<file path="src/rtl/mvu_cfg_pkg.sv">
// Shared definitions for the MVU APB configuration register file:
// register map, field positions and the grouped configuration struct.
package mvu_cfg_pkg;

  localparam logic [31:0] ID_VALUE = 32'h4D56_5501;

  localparam logic [7:0] CTRL_OFS      = 8'h00;
  localparam logic [7:0] STATUS_OFS    = 8'h04;
  localparam logic [7:0] PREC_OFS      = 8'h08;
  localparam logic [7:0] QUANT_OFS     = 8'h0C;
  localparam logic [7:0] COUNTDOWN_OFS = 8'h10;
  localparam logic [7:0] WBASE_OFS     = 8'h14;
  localparam logic [7:0] IBASE_OFS     = 8'h18;
  localparam logic [7:0] OBASE_OFS     = 8'h1C;
  localparam logic [7:0] SCALER_OFS    = 8'h20;
  localparam logic [7:0] BIAS_OFS      = 8'h24;
  localparam logic [7:0] ID_OFS        = 8'h28;

  localparam int NUM_REGS = 11;

  localparam int CTRL_START_BIT   = 0;
  localparam int CTRL_IRQ_EN_BIT  = 1;
  localparam int CTRL_RELU_EN_BIT = 2;
  localparam int STATUS_BUSY_BIT  = 0;
  localparam int STATUS_DONE_BIT  = 1;
  localparam int PREC_W           = 6;
  localparam int PREC_WPREC_LSB   = 0;
  localparam int PREC_IPREC_LSB   = 6;
  localparam int PREC_OPREC_LSB   = 12;
  localparam int PREC_ISIGN_BIT   = 18;
  localparam int PREC_WSIGN_BIT   = 19;
  localparam int QUANT_MSB_LSB    = 0;

  // Word index of each register (byte offset / 4).
  typedef enum logic [3:0] {
    REG_CTRL      = CTRL_OFS[5:2],
    REG_STATUS    = STATUS_OFS[5:2],
    REG_PREC      = PREC_OFS[5:2],
    REG_QUANT     = QUANT_OFS[5:2],
    REG_COUNTDOWN = COUNTDOWN_OFS[5:2],
    REG_WBASE     = WBASE_OFS[5:2],
    REG_IBASE     = IBASE_OFS[5:2],
    REG_OBASE     = OBASE_OFS[5:2],
    REG_SCALER    = SCALER_OFS[5:2],
    REG_BIAS      = BIAS_OFS[5:2],
    REG_ID        = ID_OFS[5:2]
  } reg_e;

  typedef struct packed {
    logic        relu_en;
    logic [5:0]  wprec;
    logic [5:0]  iprec;
    logic [5:0]  oprec;
    logic        isign;
    logic        wsign;
    logic [5:0]  quant_msb;
    logic [31:0] countdown;
    logic [31:0] wbase;
    logic [31:0] ibase;
    logic [31:0] obase;
    logic [31:0] scaler;
    logic [31:0] bias;
  } mvu_cfg_t;

endpackage

</file>
<file path="src/rtl/mvu_apb_cfg_regs_apb_slave_if.sv">
// APB access strobe and register-index decode; byte lanes below the word
// boundary are ignored.
module apb_slave_if
  import mvu_cfg_pkg::*;
#(
  parameter int ADDR_WIDTH = 12
) (
  input  logic                  psel,
  input  logic                  penable,
  input  logic                  pwrite,
  input  logic [ADDR_WIDTH-1:0] paddr,
  output logic                  access,
  output logic                  wr_en,
  output logic                  hit,
  output reg_e                  reg_idx
);

  localparam int WORD_W = ADDR_WIDTH - 2;

  logic [WORD_W-1:0] w_word;
  logic [1:0]        w_unused_lsb;

  assign w_word       = paddr[ADDR_WIDTH-1:2];
  assign w_unused_lsb = paddr[1:0];

  assign access  = psel & penable;
  assign wr_en   = psel & penable & pwrite;
  assign hit     = (w_word < WORD_W'(NUM_REGS));
  assign reg_idx = reg_e'(w_word[3:0]);

endmodule

</file>
<file path="src/rtl/mvu_apb_cfg_regs.sv">
// APB3 register file holding one MVU job configuration; issues the start
// pulse, tracks sticky done and raises irq on completion.
module mvu_apb_cfg_regs
  import mvu_cfg_pkg::*;
#(
  parameter int          ADDR_WIDTH = 12,
  parameter int          DATA_WIDTH = 32,
  parameter logic [31:0] ID_VALUE   = mvu_cfg_pkg::ID_VALUE
) (
  input  logic                  clk,
  input  logic                  rst,
  input  logic                  psel,
  input  logic                  penable,
  input  logic                  pwrite,
  input  logic [ADDR_WIDTH-1:0] paddr,
  input  logic [DATA_WIDTH-1:0] pwdata,
  output logic [DATA_WIDTH-1:0] prdata,
  output logic                  pready,
  output logic                  pslverr,
  input  logic                  mvu_busy,
  input  logic                  mvu_done,
  output logic                  cfg_start,
  output logic                  cfg_relu_en,
  output logic [5:0]            cfg_wprec,
  output logic [5:0]            cfg_iprec,
  output logic [5:0]            cfg_oprec,
  output logic                  cfg_isign,
  output logic                  cfg_wsign,
  output logic [5:0]            cfg_quant_msb,
  output logic [31:0]           cfg_countdown,
  output logic [31:0]           cfg_wbase,
  output logic [31:0]           cfg_ibase,
  output logic [31:0]           cfg_obase,
  output logic [31:0]           cfg_scaler,
  output logic [31:0]           cfg_bias,
  output logic                  irq
);

  logic     w_access;
  logic     w_wr_en;
  logic     w_hit;
  reg_e     w_reg_idx;
  logic     w_wr_ok;
  logic     w_start_req;
  logic     w_start_blocked;
  logic     w_done_clr;
  logic [DATA_WIDTH-1:0] w_rdata;

  mvu_cfg_t r_cfg;
  logic     r_irq_en;
  logic     r_done;
  logic     r_start;

  apb_slave_if #(.ADDR_WIDTH(ADDR_WIDTH)) u_apb_if (
    .psel    (psel),
    .penable (penable),
    .pwrite  (pwrite),
    .paddr   (paddr),
    .access  (w_access),
    .wr_en   (w_wr_en),
    .hit     (w_hit),
    .reg_idx (w_reg_idx)
  );

  assign w_wr_ok         = w_wr_en & w_hit;
  assign w_start_req     = w_wr_ok & (w_reg_idx == REG_CTRL) & pwdata[CTRL_START_BIT];
  assign w_start_blocked = w_start_req & mvu_busy;
  assign w_done_clr      = w_wr_ok & (w_reg_idx == REG_STATUS) & pwdata[STATUS_DONE_BIT];

  assign pready  = 1'b1;
  assign pslverr = w_access & (~w_hit
                               | (pwrite & (w_reg_idx == REG_ID))
                               | w_start_blocked);

  always_comb begin
    w_rdata = '0;
    if (w_hit) begin
      case (w_reg_idx)
        REG_CTRL: begin
          w_rdata[CTRL_IRQ_EN_BIT]  = r_irq_en;
          w_rdata[CTRL_RELU_EN_BIT] = r_cfg.relu_en;
        end
        REG_STATUS: begin
          w_rdata[STATUS_BUSY_BIT] = mvu_busy;
          w_rdata[STATUS_DONE_BIT] = r_done;
        end
        REG_PREC: begin
          w_rdata[PREC_WPREC_LSB +: PREC_W] = r_cfg.wprec;
          w_rdata[PREC_IPREC_LSB +: PREC_W] = r_cfg.iprec;
          w_rdata[PREC_OPREC_LSB +: PREC_W] = r_cfg.oprec;
          w_rdata[PREC_ISIGN_BIT]           = r_cfg.isign;
          w_rdata[PREC_WSIGN_BIT]           = r_cfg.wsign;
        end
        REG_QUANT:     w_rdata[QUANT_MSB_LSB +: PREC_W] = r_cfg.quant_msb;
        REG_COUNTDOWN: w_rdata = r_cfg.countdown;
        REG_WBASE:     w_rdata = r_cfg.wbase;
        REG_IBASE:     w_rdata = r_cfg.ibase;
        REG_OBASE:     w_rdata = r_cfg.obase;
        REG_SCALER:    w_rdata = r_cfg.scaler;
        REG_BIAS:      w_rdata = r_cfg.bias;
        REG_ID:        w_rdata = ID_VALUE;
        default:       w_rdata = '0;
      endcase
    end
  end

  assign prdata = psel ? w_rdata : '0;

  always_ff @(posedge clk) begin
    if (rst) begin
      r_cfg    <= '0;
      r_irq_en <= 1'b0;
      r_done   <= 1'b0;
      r_start  <= 1'b0;
    end else begin
      r_start <= w_start_req & ~mvu_busy;
      if (w_wr_ok) begin
        case (w_reg_idx)
          REG_CTRL: begin
            r_irq_en      <= pwdata[CTRL_IRQ_EN_BIT];
            r_cfg.relu_en <= pwdata[CTRL_RELU_EN_BIT];
          end
          REG_PREC: begin
            r_cfg.wprec <= pwdata[PREC_WPREC_LSB +: PREC_W];
            r_cfg.iprec <= pwdata[PREC_IPREC_LSB +: PREC_W];
            r_cfg.oprec <= pwdata[PREC_OPREC_LSB +: PREC_W];
            r_cfg.isign <= pwdata[PREC_ISIGN_BIT];
            r_cfg.wsign <= pwdata[PREC_WSIGN_BIT];
          end
          REG_QUANT:     r_cfg.quant_msb <= pwdata[QUANT_MSB_LSB +: PREC_W];
          REG_COUNTDOWN: r_cfg.countdown <= pwdata;
          REG_WBASE:     r_cfg.wbase     <= pwdata;
          REG_IBASE:     r_cfg.ibase     <= pwdata;
          REG_OBASE:     r_cfg.obase     <= pwdata;
          REG_SCALER:    r_cfg.scaler    <= pwdata;
          REG_BIAS:      r_cfg.bias      <= pwdata;
          default: ;
        endcase
      end
      // A completion in the same cycle as a clear must not be lost.
      if (mvu_done) begin
        r_done <= 1'b1;
      end else if (w_done_clr) begin
        r_done <= 1'b0;
      end
    end
  end

  assign cfg_start     = r_start;
  assign cfg_relu_en   = r_cfg.relu_en;
  assign cfg_wprec     = r_cfg.wprec;
  assign cfg_iprec     = r_cfg.iprec;
  assign cfg_oprec     = r_cfg.oprec;
  assign cfg_isign     = r_cfg.isign;
  assign cfg_wsign     = r_cfg.wsign;
  assign cfg_quant_msb = r_cfg.quant_msb;
  assign cfg_countdown = r_cfg.countdown;
  assign cfg_wbase     = r_cfg.wbase;
  assign cfg_ibase     = r_cfg.ibase;
  assign cfg_obase     = r_cfg.obase;
  assign cfg_scaler    = r_cfg.scaler;
  assign cfg_bias      = r_cfg.bias;
  assign irq           = r_done & r_irq_en;

endmodule

</file>
<file path="config.mk">
export PLATFORM = sky130hd
export DESIGN_NAME = mvu_apb_cfg_regs
export DESIGN_NICKNAME = d
export VERILOG_FILES = /design/src/rtl/mvu_cfg_pkg.sv /design/src/rtl/mvu_apb_cfg_regs_apb_slave_if.sv /design/src/rtl/mvu_apb_cfg_regs.sv
export SDC_FILE = /design/constraint.sdc
export NUM_CORES = 1
export LEC_CHECK = 0
export CAP_MARGIN = 30
export CORE_UTILIZATION = 47
export DETAILED_ROUTE_END_ITERATION = 10
export PLACE_DENSITY = 0.8
export RECOVER_POWER = 50
export SLEW_MARGIN = 15
export SYNTH_ARGS = -nofsm -noshare
export SYNTH_HDL_FRONTEND = slang
export SYNTH_HIERARCHICAL = 1
export SYNTH_SLANG_ARGS = --single-unit
</file>
<file path="constraint.sdc">
create_clock -name clk -period 4 [get_ports clk]
set_clock_uncertainty 0.15 [all_clocks]
set_input_delay 0.8 -clock clk [delete_from_list [all_inputs] [get_ports clk]]
set_output_delay 0.8 -clock clk [all_outputs]
set_load 0.03 [all_outputs]
</file>
==> reports/summary.txt, run 1 <==
Status = finished, final reports clean
Vias = 10998
Final worst path period share = 97.7%
TritonCTS Buffers = 25
Clk slew on worst S/H paths = 60 ps
Mapped Area = 9940 um^2
Vias per cell = 5.89
Sink Count = 222
Critical Path Start Type = input port
ANT nets after route = 0
Largest net degree at the start of global routing = 130
# DRC = 0
HP Class = reg -> reg
Wire per inst = 21.0 um
Num rows = 52
Final setup fails = 0
Final WL = 39.1 mm
Final worst setup slack = 91.9 ps
Mapped Cells = 1291
Peak supply drop = 0.277 mV
Non-filler cells, final = 1866
DIE HEIGHT = 147 um
Crit-path max FO = 4
Worst slew pin tran = 1010 ps
Post-synth top flop = dfxtp_1
EDFF count, synth = 0
Synth-to-layout area growth = 44.1%
Unrepaired setup endpoints after global routing = no
Grt ovf = 0
Max Fclk = 0.256 GHz
Synthesized Nets = 1342
Post-DP HPWL = 26.6 mm
I/O Pins = 306
Arrival @ worst endpoint = 2960 ps
Port bufs = 302
CTS tree = built
Initial Util = 48.5%
Core Box Area = 20500 um^2
Number of synthesized register bits = 222
Reg-to-reg startpoint = cfg_ibase[0]
Die X = 147 um
Die Footprint = 21700 um^2
Synth unique cells = 54
First-pass DRT Iterations = 7
Worst path required time = 3050 ps
Clock buffer depth = 3
Htree depth = 1
Final Hold Vio Count = 0
Worst slew margin = 32.4%
Final GP Congestion = 0.965
Clk_lat worst skew = 520 ps
1st-iter DRT viols = 975
Pins over their slew limit = 0
Layout Utilization = 69.9%
Clock period minus worst slack = 3910 ps
Hold-fix buffers, CTS = 0
Synthesis warning total = 6
Asr flop ratio synth = 0%
Total Routing Usage GR = 35.3%
Critical path type = in -> out
CTS root buffer = clkbuf_16
Placed cells = 1820
Sequential-to-total area share from yosys stat = 44.7%
Max cap viols = 0
Power density over the cells = 335 nW/um^2
HP Start = cfg_bias[25]
Worst setup EP type = output port
FF-to-FF setup slack = 3120 ps
Diodes inserted = 0
Initial antenna violation count = 0
Layout cell share with drive strength beyond 1 = 13.3%
Nets@finish = 1629
First-pass GRT wire length = 59.6 mm
DP Worst Slack = -238 ps
Vias in the first global route = 10556
Critical Path Start = paddr[10]
Leak = 5.55 nW
Mean Syn Cell Area = 7.70 um^2
## layer usage
layer  vias to the layer above  global-route usage, %  wire [um]
li1                       4972                      -          -
met1                      5155                   43.1      14500
met2                       727                   58.5      18600
met3                       144                   8.49       4450
met4                         0                   16.3       1640
met5                         -                      0          0
## where the power goes
part	switching, mW	internal (mW)	leakage (nW)	total (mW)
Sequential	0.000728	2.21	1.79	2.21
Combinational	0.190	0.0948	3.35	0.285
Clock	0.936	1.37	0.415	2.31
## Yosys cell counts, types with 4 or more instances
cell type  count  area (um^2)
nor2_1        20         75.1
a21oi_1      250         1250
a22oi_1       32          240
mux2_2        39          439
or2_2          4         25.0
dfxtp_1      222         4440
clkbuf_1      42          158
nor2b_1        6         37.5
buf_2         63          315
nand2b_1       7         43.8
a222oi_1       8         80.1
o2bb2ai_1      6         52.6
a31oi_1        8         50.1
and2_1         6         37.5
o22a_1         7         61.3
a32oi_1        9         78.8
or2_1          4         25.0
nand3_1       18         90.1
nand2_1      451         1690
mux4_2         4         90.1
a21o_1         6         45.0
buf_4          8         60.1
mux2i_1        6         60.1
o21ai_0        7         35.0
inv_1          4         15.0
a22o_1        11         96.3
## worst max-delay path, cell delays in order
cell	delay, ps
clkdlybuf4s50_1	400
or4_4	430
a2111oi_4	340
buf_4	200
and4bb_2	240
nand4_1	110
a31oi_1	230
buf_4	200
## metrics by stage
step | TNS (ps) | power [mW] | instance area (um^2) | hold WS [ps]
3_3_place_gp | -2760 | 2.53 | 13500 | 303
3_5_place_dp | -3150 | 2.53 | 13500 | 313
4_1_cts | 0 | 4.80 | 14300 | 322
6_report | 0 | 4.80 | 14300 | 316
2_1_floorplan | 0 | 2.39 | 9940 | 294
5_1_grt | 0 | 4.92 | 14300 | 338
## what timing repair did
action,CTS,global route
endpoints found under the setup margin,32,2
buffers inserted,0,1
pin swaps,2,3
gates resized for setup,7,3
## final timing paths
kind	to	depth (start not counted)
max	pslverr	8
max reg2reg	cfg_ibase[0]	2
min reg2reg	cfg_bias[25]	2
min	cfg_bias[25]	2
## cell families (layout without fill, tap and decap cells)
kind of cell,after synthesis,after routing,synth area share (%)
simple gates,541,541,22.3
compound gates,357,357,21.1
flops,222,222,44.7
buf+inv,121,426,5.89
mux,49,49,5.93
other cells,1,1,0.0377
## cell usage in the layout (no fill, tap or decap), drive strengths merged, types with 18 or more instances in the layout
master         instances
nand2                451
mux2                  39
buf                  106
a22oi                 32
nor2                  23
clkbuf                39
a21oi                250
clkdlybuf4s50         42
dfxtp                222
dlygate4sd3          221
nand3                 18
## final cells by class
| type | count | area [um^2] |
|---|---|---|
| fill | 1648 | 6170 |
| clock inverter | 11 | 115 |
| inverter | 4 | 15.0 |
| multi-input combinational | 948 | 4990 |
| sequential | 222 | 4440 |
| timing repair buffer | 377 | 3710 |
| tap | 270 | 338 |
| clock buffer | 34 | 709 |
## flip-flops by register name, indices dropped and copies added (netlist names), 32 cells and up
signal,count
cfg_obase,32
cfg_wbase,32
cfg_bias,32
cfg_ibase,32
cfg_scaler,32
cfg_countdown,32
No activity file was read; power rests on OpenSTA's default activity.
==> run 2: changes to the inputs <==
- SLEW_MARGIN: 15 -> 0
- clock period: 4 -> 3.82 ns (I/O delays scaled with it)
==> run 2 against run 1 <==
  * Critical path type unchanged
  * Die area stayed put
  * Critical path depth is the same
  * Via count up 0.96%
  * Utilization is 0.42 points higher
  * Largest cell class unchanged
  * Largest power group unchanged
==> reports/summary.txt, run 2 (synthesis results as in run 1) <==
Port bufs = 302
Final worst path period share = 99.5%
Nets@finish = 1640
Die Footprint = 21700 um^2
Clock period minus worst slack = 3800 ps
Setup crit end = prdata[30]
Grt ovf = 0
Diodes inserted = 0
Leak = 5.61 nW
I/O Pins = 306
TNS Setup = 0 ps
Cell-internal power = 3.84 mW
# DRC = 0
Num rows = 52
Commonest cells after routing, fill and taps aside = nand2_1 (451), a21oi_1 (250), dfxtp_1 (222)
HP Start = cfg_scaler[28]
Initial antenna violation count = 0
Status = finished, final reports clean
Worst slew margin = 41.8%
Seq pwr share = 46.6%
Post-DP HPWL = 27.0 mm
Critical Path Start = paddr[4]
Final worst setup slack = 19.2 ps
Worst r2r dst = cfg_bias[2]
Register area = 4440 um^2
First-pass DRT Iterations = 6
Switch share = 22.7%
Reg-to-reg startpoint = cfg_bias[2]
Vias per cell = 5.92
Final WL = 38.7 mm
DIE HEIGHT = 147 um
Synth-to-layout area growth = 45.0%
Worst R2R Path Depth = 2
Layout cell share with drive strength beyond 1 = 13.6%
Placed cells = 1831
Wire per inst = 20.6 um
Clock buffer depth = 3
Vias = 11104
Final Hold Vio Count = 0
Vias in the first global route = 10570
FF-to-FF setup slack = 2900 ps
ANT nets after route = 0
1st-iter DRT viols = 1110
CTS tree = built
Final setup fails = 0
Unrepaired setup endpoints after global routing = no
HP Class = reg -> reg
DP Worst Slack = -130 ps
Worst slew pin tran = 872 ps
TritonCTS Buffers = 24
Initial Util = 48.5%
Critical path type = in -> out
Final GP Congestion = 0.963
Die X = 147 um
CTS root buffer = clkbuf_16
Pins over their slew limit = 0
Clk_lat worst skew = 510 ps
Max cap viols = 0
Worst setup EP type = output port
Largest net degree at the start of global routing = 113
Critical Path Start Type = input port
Sink Count = 222
Non-filler cells, final = 1876
Max Fclk = 0.263 GHz
Combinational cell fraction of total power = 6.2%
Core Box Area = 20500 um^2
Total Routing Usage GR = 34.6%
Post-layout instance area = 14400 um^2
Crit-path max FO = 32
Most common cell after layout, fill and taps aside = nand2_1
Hold-fix buffers, CTS = 0
Placed Area = 13600 um^2
Worst path required time = 2910 ps
First-pass GRT wire length = 58.5 mm
Area occupied by multi-input gates = 4970 um^2
Layout Utilization = 70.3%
Peak supply drop = 0.301 mV
Clk slew on worst S/H paths = 60 ps
Htree depth = 1
Clock network fraction of design power = 47.2%
Arrival @ worst endpoint = 2890 ps
Fill count = 1659
P_sw = 1.13 mW
Power density over the cells = 345 nW/um^2
-- run 2: changes by cell type in the layout (fill, tap and decap cells not counted), moves of 3 or more --
cell / change
a21oi_1: +4
a21oi_2: -4
buf_4: +9
clkbuf_8: +3
clkinv_2: -4
-- run 2: layer usage --
layer | wire length, um | track usage, % | vias up | share of wire, %
met2 | 18500 | 57.1 | 734 | 48
met1 | 14500 | 43.0 | 5252 | 38
met3 | 4230 | 7.69 | 118 | 11
met4 | 1440 | 15.8 | 0 | 3.7
met5 | 0 | 0 | - | 0
li1 | - | - | 5000 | -
-- run 2: critical path, stage by stage --
cell and delay, ps:
clkdlybuf4s50_1 490, buf_4 370, and2b_1 270, buf_12 160, a21o_1 150, a222oi_1 380
nor2_1 90, buf_4 180
-- run 2: worst min-delay path by stage --
stage	slack, ps	depth (start not counted)	endpoint
3_3_place_gp	300	2	cfg_bias[19]
6_report	320	2	cfg_scaler[28]
5_1_grt	340	2	cfg_scaler[31]
4_1_cts	320	2	cfg_bias[15]
2_1_floorplan	290	2	r_irq_en
3_5_place_dp	310	2	cfg_bias[15]
-- run 2: area by class of cell --
type	instances	share of cell area [%]
Clock inverter	5	0.373
Tap cell	270	2.34
Inverter	4	0.104
Sequential cell	222	30.8
Multi-Input combinational cell	948	34.5
Clock buffer	38	5.24
Timing Repair Buffer	389	26.6
-- run 2: what timing repair did --
| action | CTS | global route |
|---|---|---|
| gates resized for setup | 3 | 3 |
| setup endpoints to repair | 19 | 27 |
| pin swaps | 4 | 3 |
| hold endpoints to repair | 0 | 0 |
| setup buffers | 2 | 0 |
-- run 2: through the flow --
| stage | hold WS [ps] | power [mW] |
|---|---|---|
| after floorplan | 294 | 2.50 |
| after global placement | 304 | 2.66 |
| after detailed placement | 308 | 2.66 |
| after CTS | 317 | 4.98 |
| after global routing | 339 | 5.10 |
| final | 316 | 4.97 |
-- run 2: power groups by stage --
stage                     logic [mW]  registers (mW)  clock network (mW)
after floorplan                0.135            2.37                   0
after global placement         0.294            2.37                   0
after detailed placement       0.295            2.37                   0
after CTS                      0.296            2.32                2.36
after global routing           0.316            2.32                2.47
final                          0.308            2.32                2.34
